File: src/rtl/uart_tx_dev.sv
// uart_tx_dev -- memory-mapped 8N1 UART transmitter with a small TX FIFO.
//
// Ports:
//   clk   in   1   system clock
//   rst   in   1   asynchronous, active-high reset
//   addr  in   2   register word select (0 TXDATA, 1 STATUS, 2 CTRL, 3 DIVISOR)
//   we    in   1   register write strobe, sampled at rising clk
//   din   in  32   write data
//   dout  out 32   read data, combinational from addr
//   irq   out  1   level interrupt: IE && FIFO empty && shifter idle, registered
//   txd   out  1   serial output, idle high
//
// Each serial bit lasts DIVISOR+1 clocks; a frame is start + 8 data (LSB first)
// + stop. The bit counter reloads from DIVISOR at every bit boundary, so a
// DIVISOR write mid-frame only affects bits that begin after it.
module uart_tx_dev #(
    parameter logic [15:0] RESET_DIV  = 16'd433,
    parameter int          FIFO_DEPTH = 4
) (
    input  logic        clk,
    input  logic        rst,
    input  logic [1:0]  addr,
    input  logic        we,
    input  logic [31:0] din,
    output logic [31:0] dout,
    output logic        irq,
    output logic        txd
);

    localparam int         PTR_W   = $clog2(FIFO_DEPTH);
    localparam logic [2:0] DEPTH_C = 3'(FIFO_DEPTH);

    typedef enum logic [1:0] {IDLE, START, DATA, STOP} state_t;

    state_t             state, state_n;
    logic [7:0]         mem [FIFO_DEPTH];
    logic [PTR_W-1:0]   wr_ptr, rd_ptr;
    logic [2:0]         count;
    logic               en, ie, ovf;
    logic [15:0]        divisor;
    logic [15:0]        cnt, cnt_n;
    logic [2:0]         idx, idx_n;
    logic [7:0]         shift;
    logic               empty, full, busy;
    logic               wr_data, push, pop;
    logic               unused_din;

    assign unused_din = ^din[31:16];

    assign empty   = (count == 3'd0);
    assign full    = (count == DEPTH_C);
    assign busy    = (state != IDLE);
    // FULL is the pre-pop value: a push against a full FIFO is dropped even
    // if the shifter pops in the same cycle.
    assign wr_data = we && (addr == 2'd0);
    assign push    = wr_data && !full;

    // ---- register file ----
    always_ff @(posedge clk or posedge rst) begin
        if (rst) begin
            en      <= 1'b0;
            ie      <= 1'b0;
            ovf     <= 1'b0;
            divisor <= RESET_DIV;
        end else if (we) begin
            case (addr)
                2'd0: if (full) ovf <= 1'b1;
                2'd1: ovf <= 1'b0;
                2'd2: {ie, en} <= din[1:0];
                default: divisor <= din[15:0];
            endcase
        end
    end

    always_comb begin
        dout = 32'd0;
        case (addr)
            2'd1: dout = {25'd0, ovf, count, busy, full, empty};
            2'd2: dout = {30'd0, ie, en};
            2'd3: dout = {16'd0, divisor};
            default: dout = 32'd0;
        endcase
    end

    // ---- TX FIFO ----
    always_ff @(posedge clk or posedge rst) begin
        if (rst) begin
            wr_ptr <= '0;
            rd_ptr <= '0;
            count  <= 3'd0;
        end else begin
            if (push) wr_ptr <= wr_ptr + 1'b1;
            if (pop)  rd_ptr <= rd_ptr + 1'b1;
            count <= count + {2'd0, push} - {2'd0, pop};
        end
    end

    always_ff @(posedge clk) begin
        if (push) mem[wr_ptr] <= din[7:0];
    end

    // ---- shifter FSM ----
    always_ff @(posedge clk or posedge rst) begin
        if (rst) state <= IDLE;
        else     state <= state_n;
    end

    always_comb begin
        state_n = state;
        cnt_n   = cnt;
        idx_n   = idx;
        pop     = 1'b0;
        case (state)
            IDLE: begin
                // empty is the registered count, so a byte pushed this edge
                // is popped no earlier than the next one.
                if (en && !empty) begin
                    pop     = 1'b1;
                    cnt_n   = divisor;
                    state_n = START;
                end
            end
            START: begin
                if (cnt == 16'd0) begin
                    cnt_n   = divisor;
                    idx_n   = 3'd0;
                    state_n = DATA;
                end else begin
                    cnt_n = cnt - 16'd1;
                end
            end
            DATA: begin
                if (cnt == 16'd0) begin
                    cnt_n = divisor;
                    if (idx == 3'd7) state_n = STOP;
                    else             idx_n   = idx + 3'd1;
                end else begin
                    cnt_n = cnt - 16'd1;
                end
            end
            STOP: begin
                if (cnt == 16'd0) begin
                    // Chain straight into the next start bit when possible.
                    if (en && !empty) begin
                        pop     = 1'b1;
                        cnt_n   = divisor;
                        state_n = START;
                    end else begin
                        state_n = IDLE;
                    end
                end else begin
                    cnt_n = cnt - 16'd1;
                end
            end
            default: state_n = IDLE;
        endcase
    end

    // Datapath registers need no reset: IDLE reloads them before use.
    always_ff @(posedge clk) begin
        cnt <= cnt_n;
        idx <= idx_n;
        if (pop) shift <= mem[rd_ptr];
    end

    // txd decodes the async-reset state register, so reset forces it high at once.
    always_comb begin
        case (state)
            START:   txd = 1'b0;
            DATA:    txd = shift[idx];
            default: txd = 1'b1;
        endcase
    end

    // ---- interrupt ----
    always_ff @(posedge clk or posedge rst) begin
        if (rst) irq <= 1'b0;
        else     irq <= ie && empty && !busy;
    end

endmodule

File: config.mk
export PLATFORM = sky130hd
export DESIGN_NAME = uart_tx_dev
export DESIGN_NICKNAME = d
export VERILOG_FILES = /design/src/rtl/uart_tx_dev.sv
export SDC_FILE = /design/constraint.sdc
export NUM_CORES = 1
export LEC_CHECK = 0
export ABC_AREA = 0
export CORE_MARGIN = 4
export CORE_UTILIZATION = 45
export CTS_CLUSTER_SIZE = 40
export DETAILED_ROUTE_END_ITERATION = 12
export PLACE_DENSITY = 0.81
export REMOVE_ABC_BUFFERS = 1
export SETUP_SLACK_MARGIN = 0.4
export SLEW_MARGIN = 15
export SYNTH_ARGS = -nofsm -noshare
export SYNTH_HDL_FRONTEND = slang
export SYNTH_SLANG_ARGS = --single-unit
File: constraint.sdc
create_clock -name clk -period 4.2 [get_ports clk]
set_clock_uncertainty 0.15 [all_clocks]
set_input_delay 0.42 -clock clk [delete_from_list [all_inputs] [get_ports clk]]
set_output_delay 0.42 -clock clk [all_outputs]
set_load 0.05 [all_outputs]
==> results of run 1 <==
flip-flops by register name, summed over array words and instances, names as in the netlist, 3 cells and up:
register  count
cnt          16
mem          32
shift         8
divisor      16
count         3
idx           3
final timing paths:
| path | slack (ns) | depth (start not counted) | from | end |
|---|---|---|---|---|
| worst max-delay path | 0.68 | 12 | cnt[0] | count[2] |
| worst min-delay path | 0.31 | 2 | rst | divisor[11] |
| worst max register to register | 0.68 | 12 | cnt[0] | count[2] |
| worst min register to register | 0.37 | 1 | cnt[12] | cnt[12] |
| max in group asynchronous | 3.16 | 2 | rst | count[2] |
| min in group clk | 0.37 | 1 | cnt[12] | cnt[12] |
what timing repair did:
action	in CTS	in global routing
endpoints found under the setup margin	0	1
setup buffers	0	0
gates resized for setup	0	1
metal layers:
layer	share of wire, %	wire length, um	vias to the layer above
li1	-	-	1449
met1	43	4230	1552
met2	50	4880	116
met3	5.4	528	10
met4	1.2	118	0
met5	0	0	-
power breakdown:
group | total, W | switching [W] | internal, W
Combinational | 0.00155 | 0.000887 | 0.000666
Sequential | 0.00133 | 0.000222 | 0.00111
Clock | 0.000539 | 0.000304 | 0.000235
Total | 0.00342 | 0.00141 | 0.00201
layout make-up:
type | count | share of cell area [%]
inverters | 11 | 0.793
clock inverters | 5 | 0.793
well taps | 133 | 3.19
clock buffers | 11 | 2.71
flip-flops and latches | 88 | 45.0
multi-input cells | 262 | 39.6
repair buffers | 42 | 7.88
kinds of logic (layout without fill, tap and decap cells):
logic type | Yosys count | count (layout) | share of synthesized area (%)
xor+xnor | 13 | 13 | 2.46
mux | 43 | 43 | 12.6
other cells | 1 | 16 | 0.0811
compound gates | 59 | 59 | 8.88
flops | 88 | 88 | 50.7
fa+ha+maj | 15 | 15 | 4.22
buf+inv | 48 | 69 | 5.96
simple gates | 116 | 116 | 15.1
per-stage QoR:
stage          instance area, um^2  worst slack (ns)  power (W)
6_report                      5210             0.682    0.00342
4_1_cts                       5200             0.598    0.00341
2_1_floorplan                 4440             0.448    0.00246
3_3_place_gp                  5020             0.710    0.00279
5_1_grt                       5210             0.514    0.00365
3_5_place_dp                  5020             0.617    0.00287
Yosys cell counts, types with 3 or more instances:
master and number:
o22ai_1 4, dfxtp_1 16, dfrtp_1 24, nand3b_1 3
ha_1 14, mux4_2 10, nand2_1 28, o211ai_1 4
mux2_2 22, o31ai_1 3, mux2i_1 11, a21o_1 3
nand3_1 3, o32ai_1 3, or3_1 3, edfxtp_1 43
nor3_1 9, inv_1 11, a21oi_1 16, nor2b_1 9
o21ai_0 6, nor3b_1 4, buf_2 5, and2_1 7
xor2_1 6, nor2_1 12, xnor2_1 7, nand2b_1 4
buf_4 17, dfstp_2 5, nor4_1 4, or4_1 3
and3_1 10, clkbuf_1 11
==> impl_metrics.py, run 1 <==
metrics = {
    "synth": {
        "async_flop_share_pct": 33.0,
        "syn-instance-count": 383,
        "synth_area_leaders": "edfxtp_1 28%, dfrtp_1 13%, dfxtp_1 6.9%",
        "synth_cell_type_count": 67,
        "synth_top_area_share_pct": 27.9,
        "yosys.area.top_type": "edfxtp_1",
        "syn_area_mm2": 0.00462,
        "synthFlopType": "edfxtp_1",
        "avgSynthCellArea_um2": 12.1,
        "ys_seq_elements": 88,
        "ys_seq_area_share_pct": 50.7,
        "ys_warn_count": 0,
        "synth_enable_flop_cells": 43,
    },
    "global_routing": {
        "grt_busiest_layer": "met2",
        "grt_pass1_vias": 3048,
        "grt_max_degree": 30,
        "use_met2_pct": 28.2,
        "grt_pass1_wl_mm": 15.9,
        "met3_usage_pct": 3.46,
        "grt_usage_pct": 17.4,
        "grtUsageMet1_pct": 23.5,
        "antenna_found_initial": 0,
        "overflow": 0,
    },
    "route": {
        "drc": 0,
        "drt-initial-drc-count": 289,
        "vias": 3127,
        "wl_per_cell_um": 17.7,
        "ant_nets": 0,
        "wirelength_mm": 9.75,
        "avgViaCountPerCell": 5.66,
        "detail_route.first_pass.iterations": 5,
    },
    "final_layout": {
        "multi_input_area_mm2": 0.00207,
        "nets": 466,
        "final_cells": 552,
        "n_fill_cell": 869,
        "ff_latch_area_mm2": 0.00234,
        "final_common_cell": "edfxtp_1",
        "final_util_pct": 52.6,
        "drive_above_1_share_pct": 17.2,
        "diodes": 0,
        "area_growth_pct": 12.7,
        "most-common-layout-cells": "43 x edfxtp_1, 38 x clkdlybuf4s50_1, 28 x nand2_1",
    },
    "setup_path": {
        "endpoint_kind": "flip-flop",
        "critical_path.cell_chain": "inv_1 > ha_1 > or4b_1 > nor4_2 > a21oi_1 > nor3_1 > ha_1 > inv_1 > ha_1 > fa_1 > xor2_1 > xnor2_1",
        "crit_type": "reg -> reg",
        "startpoint_type": "flip-flop",
        "crit_buf_inv": 2,
        "slowest_stage": "or4b_1",
        "slowest_delay_ns": 0.58,
        "cp_top_family": "simple AND/OR/NAND/NOR gates",
        "critPathArrivalTime_ns": 3.61,
        "cp.required_ns": 4.29,
        "crit_top_cell": "ha_1",
        "worstPathMaxFanout": 7,
    },
    "place": {
        "routabilityCongestion": 0.841,
        "portBuffers": 38,
        "placed_cells": 536,
        "hpwlAfterDp_mm": 6.90,
    },
    "timing": {
        "final_hold_viol_count": 0,
        "finalCritPeriodShare_pct": 83.8,
        "tns_ns": 0,
        "min_period_ns": 3.52,
        "slew_headroom_pct": 28.0,
        "setup_viol": 0,
        "rsz0062_at_grt": "no",
        "tightest_slew_ns": 1.08,
        "holdWs_ns": 0.314,
        "fmax_ghz": 0.284,
        "slew_viol_final": 0,
    },
    "clock_tree": {
        "clk_latency_ns": 0.36,
        "cts_tree": "built",
        "htreeDepth": 3,
        "postCtsHoldBufs": 0,
        "cts-buffers-inserted": 9,
        "cts.sinks": 88,
        "cts.path.max_buffers": 2,
        "clk_pin_slew_ns": 0.09,
        "cts-root-buf": "clkbuf_8",
    },
    "pwr": {
        "irDropWorstVdd_v": 0.000362,
        "p_per_area_mw_per_mm2": 657,
        "p_leak_nw": 1.97,
    },
    "floorplanning": {
        "die_h_um": 109,
        "die-area_mm2": 0.0120,
        "core_area_mm2": 0.00991,
        "io_pins": 71,
        "die_w_um": 109,
        "rows": 36,
        "start_util_pct": 46.6,
    },
    "run": {
        "cap_violations": 0,
    },
    "min_path": {
        "min-delay-path-class": "in -> async",
    },
    "outcome": {
        "status": "finished, final reports clean",
    },
}
(Power assumes the default switching activity.)
==> run 2, diff against run 1 <==
==> constraint.sdc (replaced) <==
create_clock -name clk -period 3.3 [get_ports clk]
set_clock_uncertainty 0.15 [all_clocks]
set_input_delay 0.33 -clock clk [delete_from_list [all_inputs] [get_ports clk]]
set_output_delay 0.33 -clock clk [all_outputs]
set_load 0.05 [all_outputs]
==> run 2 against run 1 <==
Sequential power is 26% higher. First-iteration DRC count is 8.7% higher. Clock power is 26% higher. Non-clock buffer count is 21 higher. Wire length is 2.2% higher. Sequential cell count stayed put. Critical path depth is 1 lower. Worst hold slack worse by 0.13 ns. Core utilization is 2.3 points higher. Worst setup slack worse by 0.26 ns. Sequential share of layout area is 1.8 points lower. Maximum frequency is 22% higher. Largest power group unchanged.
==> impl_metrics.py, run 2 (synthesized netlist as in run 1, its figures left out) <==
metrics = {
    "outcome": {
        "status": "finished, final reports clean",
    },
    "final_layout": {
        "drive_above_1_share_pct": 23.0,
        "largest_registers": "mem: 32 flops, cnt: 16 flops, divisor: 16 flops",
        "area_growth_pct": 17.7,
        "n_fill_cell": 817,
        "multi_input_area_mm2": 0.00213,
        "diodes": 0,
        "ff_latch_area_mm2": 0.00235,
        "largest_register_ff_count": 32,
        "nets": 487,
        "final_area_mm2": 0.00544,
        "top_register": "mem",
        "final_common_cell": "edfxtp_1",
        "most-common-layout-cells": "43 x edfxtp_1, 35 x clkdlybuf4s50_1, 28 x nand2_1",
    },
    "timing": {
        "tightest_slew_ns": 0.899,
        "final_hold_viol_count": 0,
        "finalCritPeriodShare_pct": 87.3,
        "fmax_ghz": 0.347,
        "slew_viol_final": 0,
        "slew_headroom_pct": 40.1,
        "setup_viol": 0,
        "rsz0062_at_grt": "yes",
        "min_period_ns": 2.88,
        "holdWs_ns": 0.186,
    },
    "route": {
        "avgViaCountPerCell": 5.70,
        "vias": 3265,
        "drc": 0,
        "ant_nets": 0,
        "detail_route.first_pass.iterations": 5,
        "wl_per_cell_um": 17.4,
        "wirelength_mm": 9.97,
        "drt-initial-drc-count": 314,
    },
    "setup_path": {
        "cp_top_family": "simple AND/OR/NAND/NOR gates",
        "slowest_delay_ns": 0.55,
        "slowest_stage": "or4_4",
        "endpoint_kind": "flip-flop",
        "crit_type": "reg -> reg",
        "critPathArrivalTime_ns": 2.99,
        "crit_buf_inv": 2,
        "critical_path.cell_chain": "or4_4 > nor4_4 > buf_4 > a21oi_4 > nor3_4 > ha_1 > inv_1 > ha_2 > fa_2 > xor2_1 > xnor2_1",
        "startpoint_type": "flip-flop",
        "worstPathMaxFanout": 5,
        "cp.required_ns": 3.41,
    },
    "global_routing": {
        "grt_usage_pct": 17.4,
        "grtUsageMet1_pct": 23.8,
        "antenna_found_initial": 0,
        "use_met2_pct": 27.3,
        "grt_busiest_layer": "met2",
        "overflow": 0,
        "met3_usage_pct": 3.82,
        "grt_max_degree": 30,
        "grt_pass1_wl_mm": 15.9,
        "grt_pass1_vias": 3103,
    },
    "clock_tree": {
        "cts_tree": "built",
        "clk_pin_slew_ns": 0.08,
        "cts.sinks": 88,
        "clk_latency_ns": 0.37,
        "cts-buffers-inserted": 9,
        "cts-root-buf": "clkbuf_8",
        "htreeDepth": 3,
        "cts.path.max_buffers": 2,
    },
    "place": {
        "dpl-instance-area_mm2": 0.00514,
        "routabilityCongestion": 0.854,
        "hpwlAfterDp_mm": 7.06,
        "portBuffers": 38,
    },
    "pwr": {
        "p_leak_nw": 2.12,
        "p_per_area_mw_per_mm2": 849,
        "irDropWorstVdd_v": 0.000470,
    },
    "floorplanning": {
        "die-area_mm2": 0.0120,
        "die_w_um": 109,
        "die_h_um": 109,
        "core_area_mm2": 0.00991,
        "rows": 36,
        "io_pins": 71,
        "start_util_pct": 46.6,
    },
    "min_path": {
        "min-delay-path-class": "in -> async",
    },
    "run": {
        "cap_violations": 0,
    },
}
## run 2: cell type report
class / count / area share (%)
multi-input cells: 262 / 39.3
flip-flops and latches: 88 / 43.1
inverters: 11 / 0.759
clock inverters: 5 / 0.598
well taps: 133 / 3.06
repair buffers: 63 / 10.6
clock buffers: 11 / 2.60
## run 2: worst paths after layout
kind | start | end | slack [ns] | cells past startpoint
worst min-delay path | rst | divisor[11] | 0.19 | 3
worst max-delay path | cnt[7] | count[2] | 0.42 | 11
min in group clk | ie | ie | 0.38 | 1
max in group asynchronous | rst | divisor[7] | 2.48 | 3
worst min register to register | ie | ie | 0.38 | 1
worst max register to register | cnt[7] | count[2] | 0.42 | 11
## run 2: metrics by stage
stage                     utilization (%)  setup TNS [ns]  setup WS, ns  std cells  total power [W]
after CTS                            54.6               0         0.265        573          0.00456
after detailed placement             51.9               0         0.104        552          0.00378
after global routing                 54.9               0         0.340        573          0.00489
after floorplan                         -          -0.810        -0.452        361          0.00313
after global placement               51.9               0         0.164        552          0.00368
final                                54.9               0         0.421        573          0.00462
## run 2: layer usage
layer | part of all wire, % | up-vias
li1 | - | 1493
met4 | 2.0 | 0
met1 | 43 | 1623
met5 | 0 | -
met3 | 6.0 | 22
met2 | 49 | 127
## run 2: worst register-to-register path, delay by kind of cell (launching register included)
kind | cells | cell delay [ns]
fa+ha+maj | 3 | 0.68
compound gates | 1 | 0.06
buf+inv | 2 | 0.20
flops | 1 | 0.35
simple gates | 3 | 1.03
xor+xnor | 2 | 0.29
## run 2: timing repair
action                                  CTS  global route
hold buffers                              0             0
hold endpoints to repair                  0             0
buffers inserted                          5             0
gates resized for setup                  13             7
endpoints found under the setup margin    2             6
pin swaps                                 7             3
## run 2: where the power goes
| part | internal (W) | switching [W] | total, W |
|---|---|---|---|
| registers | 0.00141 | 0.000255 | 0.00167 |
| logic | 0.00102 | 0.00125 | 0.00227 |
| clock network | 0.000293 | 0.000385 | 0.000679 |
